`src/rtl/cdc_toggle_monitor.sv`:
```
// Bclk-domain monitor for the Aclk->Bclk toggle stream: counts toggles per
// WIN_LEN-cycle window and offers each total on a valid/ready output.
module cdc_toggle_monitor #(
  parameter int CNT_W   = 8,
  parameter int WIN_LEN = 256
) (
  input  logic             Bclk,
  input  logic             reset,
  input  logic             Din,
  input  logic             en,
  input  logic             clear,
  output logic [CNT_W-1:0] cnt_out,
  output logic             cnt_valid,
  input  logic             cnt_ready,
  output logic             overflow,
  output logic             dropped
);

  localparam int               TMR_W    = $clog2(WIN_LEN);
  localparam logic [TMR_W-1:0] TMR_LAST = TMR_W'(WIN_LEN - 1);
  localparam logic [TMR_W-1:0] TMR_ONE  = TMR_W'(1);
  localparam logic [CNT_W-1:0] CNT_MAX  = {CNT_W{1'b1}};
  localparam logic [CNT_W-1:0] CNT_ZERO = {CNT_W{1'b0}};

  localparam logic [1:0] ST_IDLE  = 2'd0;
  localparam logic [1:0] ST_PRIME = 2'd1;
  localparam logic [1:0] ST_RUN   = 2'd2;

  logic [1:0]       state_r;
  logic [1:0]       state_nxt_s;
  logic             d_q_r;
  logic [CNT_W-1:0] count_r;
  logic [TMR_W-1:0] timer_r;
  logic [CNT_W-1:0] cnt_out_r;
  logic             cnt_valid_r;
  logic             overflow_r;
  logic             dropped_r;

  logic             run_s;
  logic             edge_s;
  logic             sat_s;
  logic [CNT_W-1:0] nxt_s;
  logic             terminal_s;
  logic             xfer_s;

  assign cnt_out   = cnt_out_r;
  assign cnt_valid = cnt_valid_r;
  assign overflow  = overflow_r;
  assign dropped   = dropped_r;

  // Edge detect, saturating increment and window/handshake qualifiers.
  always_comb begin
    run_s      = (state_r == ST_RUN) && en;
    edge_s     = Din ^ d_q_r;
    sat_s      = 1'b0;
    nxt_s      = count_r;
    if (edge_s && (count_r == CNT_MAX)) begin
      sat_s = 1'b1;
      nxt_s = count_r;
    end else begin
      sat_s = 1'b0;
      nxt_s = count_r + CNT_W'(edge_s);
    end
    terminal_s = run_s && (timer_r == TMR_LAST);
    xfer_s     = cnt_valid_r && cnt_ready;
  end

  // Next-state decode; leaving RUN with en low abandons the partial window.
  always_comb begin
    state_nxt_s = state_r;
    case (state_r)
      ST_IDLE: begin
        if (en) state_nxt_s = ST_PRIME;
        else    state_nxt_s = ST_IDLE;
      end
      ST_PRIME: begin
        if (en) state_nxt_s = ST_RUN;
        else    state_nxt_s = ST_IDLE;
      end
      ST_RUN: begin
        if (en) state_nxt_s = ST_RUN;
        else    state_nxt_s = ST_IDLE;
      end
      default: state_nxt_s = ST_IDLE;
    endcase
  end

  // State register and previous-level sample of the toggle stream.
  always_ff @(posedge Bclk or negedge reset) begin
    if (!reset) begin
      state_r <= ST_IDLE;
      d_q_r   <= 1'b0;
    end else if (clear) begin
      state_r <= ST_IDLE;
      d_q_r   <= Din;
    end else begin
      state_r <= state_nxt_s;
      d_q_r   <= Din;
    end
  end

  // Window counter and timer; both sit at zero outside RUN.
  always_ff @(posedge Bclk or negedge reset) begin
    if (!reset) begin
      count_r <= CNT_ZERO;
      timer_r <= '0;
    end else if (clear) begin
      count_r <= CNT_ZERO;
      timer_r <= '0;
    end else if (run_s) begin
      if (terminal_s) begin
        count_r <= CNT_ZERO;
        timer_r <= '0;
      end else begin
        count_r <= nxt_s;
        timer_r <= timer_r + TMR_ONE;
      end
    end else begin
      count_r <= CNT_ZERO;
      timer_r <= '0;
    end
  end

  // Output slot: the terminal-cycle total (including its own edge) lands
  // here unless an untransferred snapshot is still being held.
  always_ff @(posedge Bclk or negedge reset) begin
    if (!reset) begin
      cnt_out_r   <= CNT_ZERO;
      cnt_valid_r <= 1'b0;
      dropped_r   <= 1'b0;
    end else if (clear) begin
      cnt_out_r   <= CNT_ZERO;
      cnt_valid_r <= 1'b0;
      dropped_r   <= 1'b0;
    end else if (terminal_s) begin
      if (!cnt_valid_r || xfer_s) begin
        cnt_out_r   <= nxt_s;
        cnt_valid_r <= 1'b1;
      end else begin
        dropped_r   <= 1'b1;
      end
    end else if (xfer_s) begin
      cnt_valid_r <= 1'b0;
    end else begin
      cnt_valid_r <= cnt_valid_r;
    end
  end

  // Sticky saturation flag.
  always_ff @(posedge Bclk or negedge reset) begin
    if (!reset) begin
      overflow_r <= 1'b0;
    end else if (clear) begin
      overflow_r <= 1'b0;
    end else if (run_s && sat_s) begin
      overflow_r <= 1'b1;
    end else begin
      overflow_r <= overflow_r;
    end
  end

endmodule
```
`config.mk`:
```
export PLATFORM = sky130hd
export DESIGN_NAME = cdc_toggle_monitor
export DESIGN_NICKNAME = d
export VERILOG_FILES = /design/src/rtl/cdc_toggle_monitor.sv
export SDC_FILE = /design/constraint.sdc
export NUM_CORES = 1
export LEC_CHECK = 0
export CELL_PAD_IN_SITES_DETAIL_PLACEMENT = 1
export CELL_PAD_IN_SITES_GLOBAL_PLACEMENT = 2
export CORE_MARGIN = 5
export CORE_UTILIZATION = 35
export CTS_CLUSTER_DIAMETER = 100
export DETAILED_ROUTE_END_ITERATION = 10
export GPL_ROUTABILITY_DRIVEN = 0
export PLACE_DENSITY = 0.88
export SYNTH_ARGS = -nofsm -noshare
export SYNTH_HDL_FRONTEND = slang
export SYNTH_SLANG_ARGS = --single-unit
```
`constraint.sdc`:
```
create_clock -name Bclk -period 1.9 [get_ports Bclk]
set_input_delay 0.475 -clock Bclk [delete_from_list [all_inputs] [get_ports Bclk]]
set_output_delay 0.475 -clock Bclk [all_outputs]
set_load 0.01 [all_outputs]
```
# After elaboration in Yosys (flattened, before gate mapping)
# Cells that the tools add are included.
[word_totals]
reg_bits = 30
[classes]
add_sub_neg = 2
eq_ne = 6
n_mux = 24
n_bitwise = 1
reduce_logical = 16
[op_table]
columns = ["cell", "n"]
rows = [
  ["8-bit two-way mux", 10],
  ["8-bit equality test, second input constant", 2],
  ["1-bit two-way mux", 11],
  ["8-bit by 1-bit adder with 8-bit output", 1],
  ["8-bit by 1-bit adder with 8-bit output, second input constant", 1],
  ["2-bit AND reduction", 3],
  ["2-bit nonzero test", 3],
  ["1-bit logical AND", 5],
  ["2-bit two-way mux", 2],
  ["2-bit one-hot mux with 2 select lines", 1],
  ["3-bit by 2-bit != test with 1-bit output, second input constant", 1],
  ["3-bit nonzero test", 1],
  ["2-bit by 1-bit equality test with 1-bit output, second input constant", 1],
  ["2-bit equality test, second input constant", 1],
  ["2-bit zero test", 1],
  ["2-bit != test, second input constant", 1],
  ["2-bit OR reduction", 1],
  ["1-bit zero test", 1],
  ["1-bit logical OR", 1],
  ["1-bit bitwise XOR", 1],
]

# Longest topological paths before layout
[logic_depth]
ltp_word = 6
mapped_depth = 7
mapped_depth_nobuf = 7

# Worst setup path before layout
# Ideal clock, no wire load.
[synth_path]
path_kind = "input -> register"
startpoint = "in Din"
endpoint = "reg cnt_out_r[4] (netlist: cnt_out[4])"
setup_time_ps = 127
arrival_ps = 1674
required_ps = 1773
setup_slack_ps = 100
stages = 7
n_path_buf = 0
path_cell_list = "xor2_2 ha_1 ha_1 nand3_1 a31oi_1 mux2_2 o21ai_1"
[synth_via]
elab_chain_len = 6
[synth_lines]
columns = ["item", "line_no", "text"]
rows = [
  ["start, declared", "9", "input logic Din,"],
  ["1-bit bitwise XOR *", "54", "edge_s = Din ^ d_q_r;"],
  ["8-bit by 1-bit adder with 8-bit output or 1-bit logical AND (tied branches)", "62, 57", ""],
  ["8-bit two-way mux *", "57", "if (edge_s && (count_r == CNT_MAX)) begin"],
  ["8-bit two-way mux *", "136", "if (!cnt_valid_r || xfer_s) begin"],
  ["8-bit two-way mux *", "135", "end else if (terminal_s) begin"],
  ["8-bit two-way mux *", "131", "end else if (clear) begin"],
  ["end signal, assigned", "137", "cnt_out_r <= nxt_s;"],
  ["end, declared", "34", "logic [CNT_W-1:0] cnt_out_r;"],
]
# Every way passes the cells marked *; elsewhere a longest branch is shown, timed or not. The select of a mux whose other input is x is not followed.
# A chain may end at the register's enable or synchronous reset.

# Worst setup path in the final report
[layout_path]
startpoint = "in en"
endpoint = "reg count_r[0]"
[layout_via]
elab_chain_len = 5
[layout_lines]
columns = ["item", "line_no", "text"]
rows = [
  ["start, declared", "10", "input logic en,"],
  ["1-bit logical AND *", "53", "run_s = (state_r == ST_RUN) && en;"],
  ["1-bit logical AND", "64", "terminal_s = run_s && (timer_r == TMR_LAST);"],
  ["8-bit two-way mux", "111", "if (terminal_s) begin"],
  ["8-bit two-way mux *", "110", "end else if (run_s) begin"],
  ["8-bit two-way mux *", "107", "end else if (clear) begin"],
  ["end signal, assigned", "115", "count_r <= nxt_s;"],
  ["end, declared", "32", "logic [CNT_W-1:0] count_r;"],
]
# Every way passes the cells marked *; elsewhere a longest branch is shown, timed or not.

==> out/results.tsv <==
metric	value	unit
critPathKind	in2reg	
synth_top_area_share	53.19	%
crit_required	2.11	ns
clock-sinks	30	
final_area	1794	sq um
clock_latency	0.28	ns
syn_area_per_cell	10.69	sq um
min_period	1.729	ns
fin_skew	0.005328	ns
vias	1100	
powerDensity	673.3	nW/um^2
ys_ff_latch	30	
grt_pass1_wl	5796	um
status	completed	
cts_setup_buffers	0	
first_global_vias	1185	
worst_hold_slack	0.3901	ns
routed_via_density	5.164	
dieHeight	73.50	um
nets	176	
place_inst	207	
mappedNetlistNets	144	
slew_violations	0	
fill_cells	447	
hold_viol	0	
grt_max_degree	31	
setup_slack	0.1706	ns
wl_per_cell	15.81	um
core	3943	sq um
place_area	1704	sq um
cp_max_fo	5	
dp_hpwl	2526	um
initial_utilization	35.80	%
slew_headroom	74.36	%
postSynthCellCount	132	
antenna_found_initial	0	
clk_pin_slew	0.06	ns
drtPass1Iterations	4	
crit_chain	clkdlybuf4s50_1, nor2b_1, nand2_1, or2_1, buf_4, nor2_1	
worstMarginPinSlew	0.3846	ns
cellLeakagePower	0.8049	nW
grt.overflow.total	0	
cts.htree.levels	2	
drc_errors	0	
groute.usage.overall	14.55	%
numCtsBuffers	5	
cpPeakStageDelay	0.46	ns
stdcell_count	213	
timing.fmax	0.5782	GHz
arrival	1.94	ns
wirelength	3367	um
p_total	1.208	mW
yosysSeqAreaShare	53.19	%
syn_to_final_growth	27.13	%
first_iter_violations	79	
io_pins	17	
dpl_worst_slack	-0.3033	ns
fin_crit_sh	91.02	%
vdd_ir_drop_max	646.8	uV
rows	23	
io_buffers	16	
end_kind	flip-flop	
max_cap_violations	0	
yosys_warnings	0	
reg2regPathDepth	6	
ant_nets	0	
netlist-cell-type-count	34	
cts_tree	done	
min_delay_path_depth	1	
fp.dieW	73.50	um
hp-class	in2reg	
drive_gt1_share	17.18	%
finalSetupViolCount	0	
die-area	5402	sq um
cp-start-kind	input pin	
diodes	0	
rsz0062_at_grt	no	
clockBufferDepth	2	
cp_slowest_cell	clkdlybuf4s50_1	
synth_top_area_cell	dfrtp_1	
synthTopCellsByArea	dfrtp_1, ha_1, nor2_1	
cts_root_buf	clkbuf_8	
netlist_area	1411	sq um
-- Yosys cell counts (all sizes together) --
| master | n |
|---|---|
| nand4 | 2 |
| nand2 | 13 |
| nor3b | 1 |
| xor2 | 4 |
| ha | 6 |
| dfrtp | 30 |
| nor2b | 3 |
| and2 | 3 |
| inv | 4 |
| nor3 | 2 |
| xnor2 | 4 |
| a21o | 1 |
| and3b | 1 |
| or2 | 1 |
| buf | 3 |
| a41oi | 2 |
| a21oi | 3 |
| o31ai | 1 |
| nand2b | 1 |
| mux2 | 2 |
| nor2 | 17 |
| and3 | 6 |
| a31oi | 7 |
| nand3 | 5 |
| a22o | 2 |
| and4 | 3 |
| o21ai | 5 |
-- worst paths after layout --
path | start | end | slack [ns]
setup / recovery | en | count_r[0]$_DFF_PN0_ | 0.17
setup reg to reg | timer_r[0]$_DFF_PN0_ | count_r[0]$_DFF_PN0_ | 0.19
max in group asynchronous | reset | timer_r[5]$_DFF_PN0_ | 1.03
hold reg to reg | cnt_out[7]$_DFFE_PN0P_ | cnt_out[7]$_DFFE_PN0P_ | 0.48
hold / removal | Din | d_q_r$_DFF_PN0_ | 0.39
min in group asynchronous | reset | cnt_out[3]$_DFFE_PN0P_ | 0.59
-- critical path, delay by kind of cell --
kind / cells / cell delay (ns)
buf+inv: 2 / 0.65
simple gates: 4 / 0.81
-- repair_timing --
item                       4_1_cts  5_1_grt
hold buffers                     0        0
gates resized for setup          1        2
setup endpoints to repair        1        6
gates cloned                     0        0
-- power by group --
part | switching [mW] | total (mW) | internal, mW | leakage, nW
Combinational | 0.0353 | 0.0613 | 0.0261 | 0.346
Clock | 0.223 | 0.502 | 0.278 | 0.0431
Sequential | 0.00257 | 0.645 | 0.643 | 0.416
Total | 0.261 | 1.21 | 0.947 | 0.805
-- sequential cells by signal, summed over array words and instances, names as in the netlist --
| name | count |
|---|---|
| dropped | 1 |
| overflow | 1 |
| d_q_r | 1 |
| count_r | 8 |
| state_r | 2 |
| timer_r | 8 |
| cnt_valid | 1 |
| cnt_out | 8 |
-- layer usage --
metal	track usage, %	wire (um)	up-vias
li1	-	-	520
met1	15.75	1324	556
met2	25.69	1838	19
met3	6.156	159	5
met4	4.225	44	0
met5	0	0	-
-- per-stage QoR --
stage               TNS [ns]  utilization (%)
CTS                        0            45.38
global route               0            45.51
global placement      -2.760            43.22
detailed placement    -3.463            43.22
floorplan                  0                -
finish                     0            45.51
-- area by class of cell --
class | count | area [sq um] | share of cell area [%]
Clock buffer | 6 | 82.58 | 4.603
Inverter | 4 | 15.01 | 0.8368
Multi-Input combinational cell | 95 | 630.6 | 35.15
Sequential cell | 30 | 750.7 | 41.84
Tap cell | 50 | 62.56 | 3.487
Timing Repair Buffer | 28 | 252.7 | 14.09
-- cell families after synthesis --
| family | synth area share (%) |
|---|---|
| DFF | 53.19 |
| and+or+nand+nor | 21.54 |
| AOI/OAI and AO/OA | 10.11 |
| muxes | 1.861 |
| xor gates and xnor gates | 5.497 |
| buffers and inverters | 2.481 |
| adders and majority gates | 5.319 |
-- layout by cell type (no fill, tap or decap), types with 2 or more instances in the layout --
cell type / netlist / final
clkbuf_8: 0 / 6
nand2_1: 13 / 13
xor2_1: 3 / 3
ha_2: 0 / 2
buf_4: 2 / 12
nand3_1: 4 / 4
inv_1: 4 / 4
and3_1: 6 / 6
clkdlybuf4s50_1: 0 / 15
a31oi_1: 7 / 7
nor3_1: 2 / 2
nor2_1: 17 / 17
ha_1: 6 / 4
dfrtp_1: 30 / 30
a22o_1: 2 / 2
and2_1: 2 / 2
and4_1: 3 / 3
a21oi_1: 3 / 3
nor2b_1: 3 / 3
xnor2_1: 4 / 4
o21ai_1: 4 / 4
a41oi_1: 2 / 2
Power figures use the tool's default switching activity.
